===== src/rtl/mem_port_arbiter.sv =====
// Single-port SRAM arbiter shared by instruction fetch (IF) and data memory (DM).
// One access at a time: grant in IDLE, SRAM_LAT cycles of ACCESS, one DONE cycle
// carrying the completion pulse. Conflicts alternate between the two requesters.
module mem_port_arbiter #(
   parameter int SRAM_LAT = 2,
   parameter int ADDR_W   = 32,
   parameter int DATA_W   = 32
) (
   input  logic                clk,
   input  logic                rst,
   input  logic                if_req,
   input  logic [ADDR_W-1:0]   if_addr,
   output logic                if_gnt,
   output logic                if_rvalid,
   output logic [DATA_W-1:0]   if_rdata,
   input  logic                dm_req,
   input  logic                dm_we,
   input  logic [ADDR_W-1:0]   dm_addr,
   input  logic [DATA_W-1:0]   dm_wdata,
   input  logic [DATA_W/8-1:0] dm_be,
   output logic                dm_gnt,
   output logic                dm_done,
   output logic [DATA_W-1:0]   dm_rdata,
   output logic                sram_ce,
   output logic                sram_we,
   output logic [DATA_W/8-1:0] sram_be,
   output logic [ADDR_W-1:0]   sram_addr,
   output logic [DATA_W-1:0]   sram_wdata,
   input  logic [DATA_W-1:0]   sram_rdata,
   output logic                busy
);

   localparam int         BE_W     = DATA_W / 8;
   localparam logic       OWN_IF   = 1'b0;
   localparam logic       OWN_DM   = 1'b1;
   localparam logic [3:0] CNT_INIT = 4'(SRAM_LAT - 1);

   typedef enum logic [1:0] {
      IDLE,
      ACCESS,
      DONE
   } state_t;

   state_t            state;
   state_t            next_state;
   logic [3:0]        cnt;
   logic              owner;
   logic              last_owner;
   logic [ADDR_W-1:0] lat_addr;
   logic              lat_we;
   logic [DATA_W-1:0] lat_wdata;
   logic [BE_W-1:0]   lat_be;
   logic              grant_if;
   logic              grant_dm;

   // Arbitration: only in IDLE, the requester that did not own the last access wins a tie
   always_comb begin
      grant_if = 1'b0;
      grant_dm = 1'b0;
      if (state == IDLE && !rst) begin
         if (if_req && dm_req) begin
            if (last_owner == OWN_IF) grant_dm = 1'b1;
            else                      grant_if = 1'b1;
         end else if (dm_req) begin
            grant_dm = 1'b1;
         end else if (if_req) begin
            grant_if = 1'b1;
         end
      end
   end

   // Next-state and output decode; SRAM pins only carry latched values during ACCESS
   always_comb begin
      next_state = state;
      if_gnt     = grant_if;
      dm_gnt     = grant_dm;
      if_rvalid  = 1'b0;
      dm_done    = 1'b0;
      sram_ce    = 1'b0;
      sram_we    = 1'b0;
      sram_be    = '0;
      sram_addr  = '0;
      sram_wdata = '0;
      case (state)
         IDLE: begin
            if (grant_if || grant_dm) next_state = ACCESS;
         end
         ACCESS: begin
            sram_ce    = 1'b1;
            sram_we    = lat_we;
            sram_be    = lat_be;
            sram_addr  = lat_addr;
            sram_wdata = lat_wdata;
            if (cnt == 4'd0) next_state = DONE;
         end
         DONE: begin
            if_rvalid  = (owner == OWN_IF);
            dm_done    = (owner == OWN_DM);
            next_state = IDLE;
         end
         default: next_state = IDLE;
      endcase
   end

   assign busy = (state != IDLE);

   // State register; reset abandons any access in flight
   always_ff @(posedge clk) begin
      if (rst) state <= IDLE;
      else     state <= next_state;
   end

   // Request latch, latency counter and read-data capture on the final ACCESS cycle
   always_ff @(posedge clk) begin
      if (rst) begin
         cnt        <= '0;
         owner      <= OWN_IF;
         last_owner <= OWN_IF;
         lat_addr   <= '0;
         lat_we     <= 1'b0;
         lat_wdata  <= '0;
         lat_be     <= '0;
         if_rdata   <= '0;
         dm_rdata   <= '0;
      end else begin
         if (grant_if || grant_dm) begin
            owner      <= grant_dm;
            last_owner <= grant_dm;
            cnt        <= CNT_INIT;
            lat_addr   <= grant_dm ? dm_addr : if_addr;
            lat_we     <= grant_dm && dm_we;
            lat_wdata  <= grant_dm ? dm_wdata : '0;
            lat_be     <= (grant_dm && dm_we) ? dm_be : '1;
         end
         if (state == ACCESS) begin
            if (cnt != 4'd0) begin
               cnt <= cnt - 4'd1;
            end else if (!lat_we) begin
               if (owner == OWN_IF) if_rdata <= sram_rdata;
               else                 dm_rdata <= sram_rdata;
            end
         end
      end
   end

endmodule


===== config.mk =====
export PLATFORM = sky130hd
export DESIGN_NAME = mem_port_arbiter
export DESIGN_NICKNAME = d
export VERILOG_FILES = /design/src/rtl/mem_port_arbiter.sv
export SDC_FILE = /design/constraint.sdc
export NUM_CORES = 1
export LEC_CHECK = 0
export ABC_CLOCK_PERIOD_IN_PS = 1650
export CELL_PAD_IN_SITES_DETAIL_PLACEMENT = 1
export CELL_PAD_IN_SITES_GLOBAL_PLACEMENT = 1
export CORE_MARGIN = 8
export CORE_UTILIZATION = 27
export DETAILED_ROUTE_END_ITERATION = 16
export PLACE_DENSITY = 0.8
export SLEW_MARGIN = 10
export SYNTH_ARGS = -nofsm -noshare
export SYNTH_HDL_FRONTEND = slang
export SYNTH_SLANG_ARGS = --single-unit

===== constraint.sdc =====
create_clock -name clk -period 1.65 [get_ports clk]
set_clock_uncertainty 0.2 [all_clocks]
set_input_delay 0.165 -clock clk [delete_from_list [all_inputs] [get_ports clk]]
set_output_delay 0.165 -clock clk [all_outputs]
set_load 0.005 [all_outputs]

# After elaboration in Yosys (flattened, before gate mapping)
# Cells that the tools add are included.
# op_classes
addsub	1
eq_ne	4
muxes	25
bitwise	3
reduce_logical	12
# op_table
cell	n
$mux W32	4
$mux W4	5
$mux W1	13
$reduce_and A4 Y1	2
$logic_not A4 Y1	1
$mux W2	2
$pmux W2 S2	1
$reduce_bool A4 Y1	1
$sub A4 B1 Y4 const B	1
$logic_and A1 B1 Y1	3
$not A1 Y1	3
$eq A2 B1 Y1 const B	1
$eq A2 B2 Y1 const B	1
$logic_not A2 Y1	1
$ne A2 B1 Y1 const B	1
$ne A2 B2 Y1 const B	1
$reduce_and A2 Y1	1
$reduce_bool A2 Y1	1
$logic_not A1 Y1	1
$logic_or A1 B1 Y1	1
# totals
regBits	140
input_bits	137
output_inout_bits	139
wordCells	54

# Depth between registers and ports, before layout
# Gate-level depths: netlist of the first run.
# logic_depth
ltp_word	8
mapped_depth	7
mapped_depth_nobuf	5

# Worst setup path after synthesis of the first run
# No wires, ideal clock.
# synth_timing
path_kind	register -> register
start	register cnt[0]
end	register if_rdata[20]
setup_time_ns	0.072
arrival_time_ns	1.505
required_time_ns	1.378
setup_slack_ns	-0.126
path_stages_with_launch	8
path_buffers	2
synth_period_minus_slack_ns	1.776
path_cell_list	dfxtp_1 > inv_1 > ha_1 > nor3b_2 > and3_1 > buf_4 > buf_8 > mux2i_1
# synth_via
elab_chain_cells	3
# synth_lines
item	line_no	text
from (decl)	46	logic [3:0] cnt;
from (signal assigned)	137	cnt <= cnt - 4'd1;
$reduce_bool A4 Y1	136	if (cnt != 4'd0) begin
$not A1 Y1 (no line)	n/a	
$reduce_and A4 Y1 (no line)	n/a	
to (signal assigned)	139	if (owner == OWN_IF) if_rdata <= sram_rdata;
to (decl)	15	output logic [DATA_W-1:0] if_rdata,
# No other way between the ends.
# A chain may end at the register's enable or synchronous reset.

# Worst setup path in the final report of the first run
# layout_timing
start	register state[1]
end	register lat_addr[23]
# layout_via
elab_chain_cells	4
elab_cells_between_ends	6
classes_between	3 x mux; 3 x reduce/logical
# layout_lines
item	line_no	text
from (decl)	44	state_t state;
from (signal assigned)	110	else state <= next_state;
$logic_not A2 Y1 *	60	if (state == IDLE && !rst) begin
$logic_and A1 B1 Y1 *	60	
$mux W1	60	
$mux W32 / $logic_or A1 B1 Y1 (equally long branches)	130, 126	
to (signal assigned)	130	lat_addr <= grant_dm ? dm_addr : if_addr;
to (decl)	49	logic [ADDR_W-1:0] lat_addr;
# Mark *: on every way between the ends. The rest lies on a longest branch, timed or not.

==> results.toml, run 1 <==
[timing]
fin_crit_ps = 2070
worst_pin_slew_ps = 617
setup_viol = 209
hold_viol_final = 0
rsz0062_at_grt = "true"
tns_ps = -52820
timing.fmax_mhz = 484
finalMaxSlewViolations = 0
slew_headroom = 0.588
finalCritPeriodShare = 1.25
setup_ws_ps = -417

[setup_path]
worstReg2RegEnd = "lat_addr[23]"
cp-start-kind = "flip-flop"
crit_start = "state[1]"
required_ps = 1760
r2r_slack_ps = -420
crit_type = "flip-flop to flip-flop"
critPathMaxFanout = 6
end_kind = "flip-flop"
r2r-start = "state[1]"
cp.arrival_ps = 2180
r2r_cells = 10

[finish]
fill_cells = 2488
drive_above_1_share = 0.356
final_cells = 1351
postLayoutCoreUtil = 0.521
nets = 1190
area_growth_pct = 88.9

[grt]
grt_use_total = 0.195
grt_pass1_vias = 7353
grt_pass1_wl_mm = 43.2
grt_max_degree = 58
grt_overflow = 0
antenna_found_initial = 1

[synthesis]
synth_top_area_share = 0.448
netlist-cell-type-count = 47
syn_area_um2 = 6260
synth_area_per_cell_um2 = 8.71
netlist_instances = 719
yosysTopAreaCell = "dfxtp_1"
synth_seq_area_share = 0.448
ys.flop_type = "dfxtp_1"
ys_ff_latch = 140
synthTopCellsByArea = "dfxtp_1, mux2i_1, and2_1"
synth-edff-count = 0
yosysWarnings = 0
synth_nets = 857
async_flop_share = 0

[place]
dp_cells = 1259
place.gp.congestion = 0.751
place_ws_ps = -519
port_buffers = 275
place_hpwl_mm = 18.0

[floorplanning]
io_pins = 276
dieArea_um2 = 28300
start_util = 0.276
core_um2 = 22700
row_count = 55
die_w_um = 168
die_h_um = 168

[pwr]
p_leak_nw = 4.99
ir_worst_vdd_uv = 680
powerDensity_nw_per_um2 = 1020
p_total_mw = 12.1

[hold_path]
whs_endpoint = "lat_wdata[9]"
holdPathStages = 3
min_from = "dm_wdata[9]"
hp-class = "input port to flip-flop"

[clock_tree]
cts_root_buf = "clkbuf_16"
numCtsBuffers = 17
htreeDepth = 4
clock_sinks = 140
cts_buffer_depth = 2
path_clk_slew_ps = 60
cts_tree = "done"
hold_buffers = 0
insertion_delay_ps = 420

[route]
ant_nets = 0
firstDrtPassIters = 4
vias = 6893
drcViolationCount = 0
initialDrtViolationCount = 362
wl_mm = 30.5
vias_per_cell = 5.10
wire_per_inst_um = 22.6

[run_status]
violations = "setup timing"
outcome = "finished with violations"

[flow_run]
cap_viol_max_count = 0
## logic make-up (layout without fill, tap and decap cells)
group	count (synthesis)	after routing	synth area share
AOI/OAI and AO/OA	180	180	0.173
adders and majority gates	1	1	0.00200
buffers and inverters	80	426	0.0669
DFF	140	140	0.448
muxes	64	64	0.102
other	0	1	0
and+or+nand+nor	254	254	0.208
## per-stage QoR
stage	cell area [um2]	hold slack [ps]
floorplan	6290	81.1
global placement	9630	243
detailed placement	9630	253
CTS	11200	87.2
global route	11800	110
finish	11800	110
## state kept, by name, indices dropped and copies added (netlist names)
name	cells
dm_rdata	32
if_rdata	32
lat_addr	32
lat_wdata	32
cnt	4
lat_be	4
state	2
last_owner	1
lat_we	1
## worst max path at each step
stage | end | slack (ps)
floorplan | dm_rdata[10] | -20
global placement | dm_gnt | -460
detailed placement | dm_gnt | -520
CTS | sram_wdata[1] | -410
global route | lat_addr[23] | -470
finish | lat_addr[23] | -420
## critical path, cell delays in order, from the launching register on
cell,delay (ps)
dfxtp_2,320
buf_6,110
buf_4,130
buf_6,120
nor3_4,210
buf_6,160
buf_8,120
buf_12,100
buf_12,110
nand3_4,60
a311oi_2,320
## layer usage
metal | GRT usage | share of wire | vias to the layer above
li1 | - | - | 3206
met1 | 0.220 | 0.40 | 3420
met4 | 0.0905 | 0.036 | 0
met3 | 0.0484 | 0.053 | 56
met2 | 0.339 | 0.51 | 211
met5 | 0 | 0 | -
## cell type report
class / count / area, um2 / area share
diodes: 1 / 2.50 / 0.000212
clock buffers: 21 / 470 / 0.0398
clock inverters: 11 / 131 / 0.0111
inverters: 7 / 33.8 / 0.00286
multi-input cells: 499 / 3710 / 0.314
flip-flops and latches: 140 / 2810 / 0.237
well taps: 285 / 357 / 0.0301
repair buffers: 387 / 4310 / 0.365
## cell usage in the layout, fill, tap and decap left out, types with 3 or more instances in the layout
cell type,n
clkdlybuf4s50_1,137
dfxtp_1,135
nand2_1,96
buf_6,70
mux2i_1,63
dlygate4sd2_1,58
o21ai_0,52
and2_4,45
nand3_1,36
a21oi_1,35
buf_4,35
a21oi_2,31
nand3_2,26
buf_12,26
and2_1,24
clkbuf_16,23
buf_2,21
a311oi_1,17
a311oi_2,16
o21ai_1,12
buf_16,11
buf_8,11
clkdlybuf4s15_2,8
nand3_4,6
dfxtp_2,5
inv_2,4
o221a_4,4
dlymetal6s2s_1,4
nor2_4,3
a31oi_1,3
clkinvlp_4,3
clkbuf_8,3
inv_6,3
## report_power, final
group | switching [mW] | internal (mW)
sequential | 0.198 | 3.70
combinational | 1.87 | 2.32
clock | 1.60 | 2.37
total | 3.67 | 8.39
## synth_stat cells, types with 2 or more instances
| cell type | number |
|---|---|
| dfxtp_1 | 140 |
| nand2_1 | 96 |
| and2_1 | 69 |
| nand3_1 | 67 |
| a21oi_1 | 66 |
| mux2i_1 | 64 |
| o21ai_0 | 59 |
| clkbuf_1 | 42 |
| a311oi_1 | 33 |
| buf_2 | 16 |
| buf_6 | 8 |
| inv_1 | 6 |
| o21ai_1 | 6 |
| o221a_2 | 4 |
| a31oi_1 | 3 |
| clkbuf_2 | 3 |
| nor2_1 | 3 |
| and3_1 | 2 |
| buf_4 | 2 |
| nor3b_1 | 2 |
| o211ai_1 | 2 |
## repair_timing
item                       CTS  global route
gates resized for setup    519           125
setup endpoints to repair  253           217
cloned                      16             7
pin swaps                   82            55
buffers inserted            32            16
Power figures use the tool's default switching activity.
==> run 2: changes to the inputs <==
- HOLD_SLACK_MARGIN: default -> 0.03
==> results of run 2 <==
Same layout as run 1: the final DEF is identical, and so are final timing and power.
==> run 3: changes to the inputs <==
- SETUP_SLACK_MARGIN: default -> 0.15
==> results.toml, run 3 (synthesis gave the netlist of run 1 again) <==
[run_status]
outcome = "finished with violations"
violations = "setup timing"

[place]
dp_cells = 1254
place.gp.congestion = 0.768
port_buffers = 275
place_hpwl_mm = 17.9
dpl-instance-area_um2 = 9600

[setup_path]
end_kind = "output pin"
crit_buf_inv = 5
crit_type = "flip-flop to output pin"
path_cells = "buf_4, nand2b_4, inv_8, buf_12, buf_12, and2_1, buf_2"
slowest_delay_ps = 330
critPathTopFamily = "buffers and inverters"
cp-start-kind = "flip-flop"
critPathMaxFanout = 7
slowest_stage = "dfxtp_2"
cp.arrival_ps = 1640
required_ps = 1280
path_common_cell = "buf_12"

[timing]
finalCritPeriodShare = 1.22
setup_ws_ps = -355
slew_headroom = 0.391
timing.fmax_mhz = 499
finalMaxSlewViolations = 0
rsz0062_at_grt = "true"
worst_pin_slew_ps = 913
fin_crit_ps = 2010
holdWs_ps = 95.4
hold_viol_final = 0
setup_viol = 213

[finish]
area_growth_pct = 78.2
postLayoutCoreUtil = 0.491
final_common_cell = "clkdlybuf4s50_1"
multiInputGateArea_um2 = 3450
nets = 1167
seqCellArea_um2 = 2820
final_cells = 1330
fill_cells = 2505
drive_above_1_share = 0.295
layout_common_cells = "clkdlybuf4s50_1, dfxtp_1, nand2_1"
postLayoutCellArea_um2 = 11200

[pwr]
ir_worst_vdd_uv = 675
powerDensity_nw_per_um2 = 1020
p_total_mw = 11.4
p_leak_nw = 5.54

[clock_tree]
numCtsBuffers = 17
path_clk_slew_ps = 70
insertion_delay_ps = 420
cts_tree = "done"
htreeDepth = 4
cts_root_buf = "clkbuf_16"
cts_buffer_depth = 2
clock_sinks = 140

[grt]
antenna_found_initial = 3
grt_pass1_vias = 6832
grt_pass1_wl_mm = 40.4
grt_use_total = 0.182
grt_max_degree = 73
grt_overflow = 0

[route]
ant_nets = 0
vias_per_cell = 5.06
vias = 6734
firstDrtPassIters = 5
initialDrtViolationCount = 283
wl_mm = 28.8
wire_per_inst_um = 21.7
drcViolationCount = 0

[floorplanning]
core_um2 = 22700
row_count = 55
die_w_um = 168
io_pins = 276
start_util = 0.276
dieArea_um2 = 28300
die_h_um = 168

[flow_run]
cap_viol_max_count = 0

[hold_path]
hp-class = "input port to flip-flop"
run 3: final cells by class:
cell class	instances	share of cell area
antenna	3	0.000673
clock buffer	19	0.0397
clock inverter	13	0.0119
inverter	7	0.00303
multi-input combinational	499	0.310
sequential	140	0.252
tap	285	0.0320
timing repair buffer	364	0.351
run 3: metrics by stage:
stage | setup WS [ps] | TNS [ps]
2_1_floorplan | -23.4 | -400
3_3_place_gp | -366 | -33420
3_5_place_dp | -369 | -38060
4_1_cts | -402 | -48140
5_1_grt | -404 | -64930
6_report | -355 | -53400
run 3: final timing paths:
path	endpoint	slack [ps]	depth (start not counted)	from
setup / recovery	sram_wdata[9]	-360	7	state[0]
hold / removal	lat_wdata[18]	100	3	dm_wdata[18]
setup reg to reg	lat_addr[4]	-350	8	state[0]
hold reg to reg	dm_rdata[16]	250	2	dm_rdata[16]
run 3: layer usage:
metal / part of all wire / track usage / vias to the layer above
met1: 0.40 / 0.201 / 3305
met5: 0 / 0 / -
met3: 0.040 / 0.0353 / 53
li1: - / - / 3176
met4: 0.034 / 0.0889 / 0
met2: 0.53 / 0.330 / 200
run 3: what timing repair did:
item	CTS	global route
hold endpoints to repair	1	0
hold buffers	1	0
cloned	8	10
pin swaps	4	17
setup buffers	13	9
gates resized for setup	369	146
endpoints found under the setup margin	279	279
run 3: worst register-to-register path: cells and delay by family (launching register included):
| kind | cells | cell delay (ps) |
|---|---|---|
| AO/OA/AOI/OAI | 2 | 210 |
| buffers and inverters | 5 | 700 |
| flip-flops | 1 | 330 |
| AND/OR/NAND/NOR | 1 | 400 |
run 3: power breakdown:
| group | internal (mW) | switching (mW) | leakage (nW) | total [mW] |
|---|---|---|---|---|
| registers | 3.70 | 0.171 | 1.15 | 3.88 |
| clock network | 2.15 | 1.66 | 0.270 | 3.82 |
| logic | 2.00 | 1.71 | 4.12 | 3.71 |
| total | 7.86 | 3.54 | 5.54 | 11.4 |
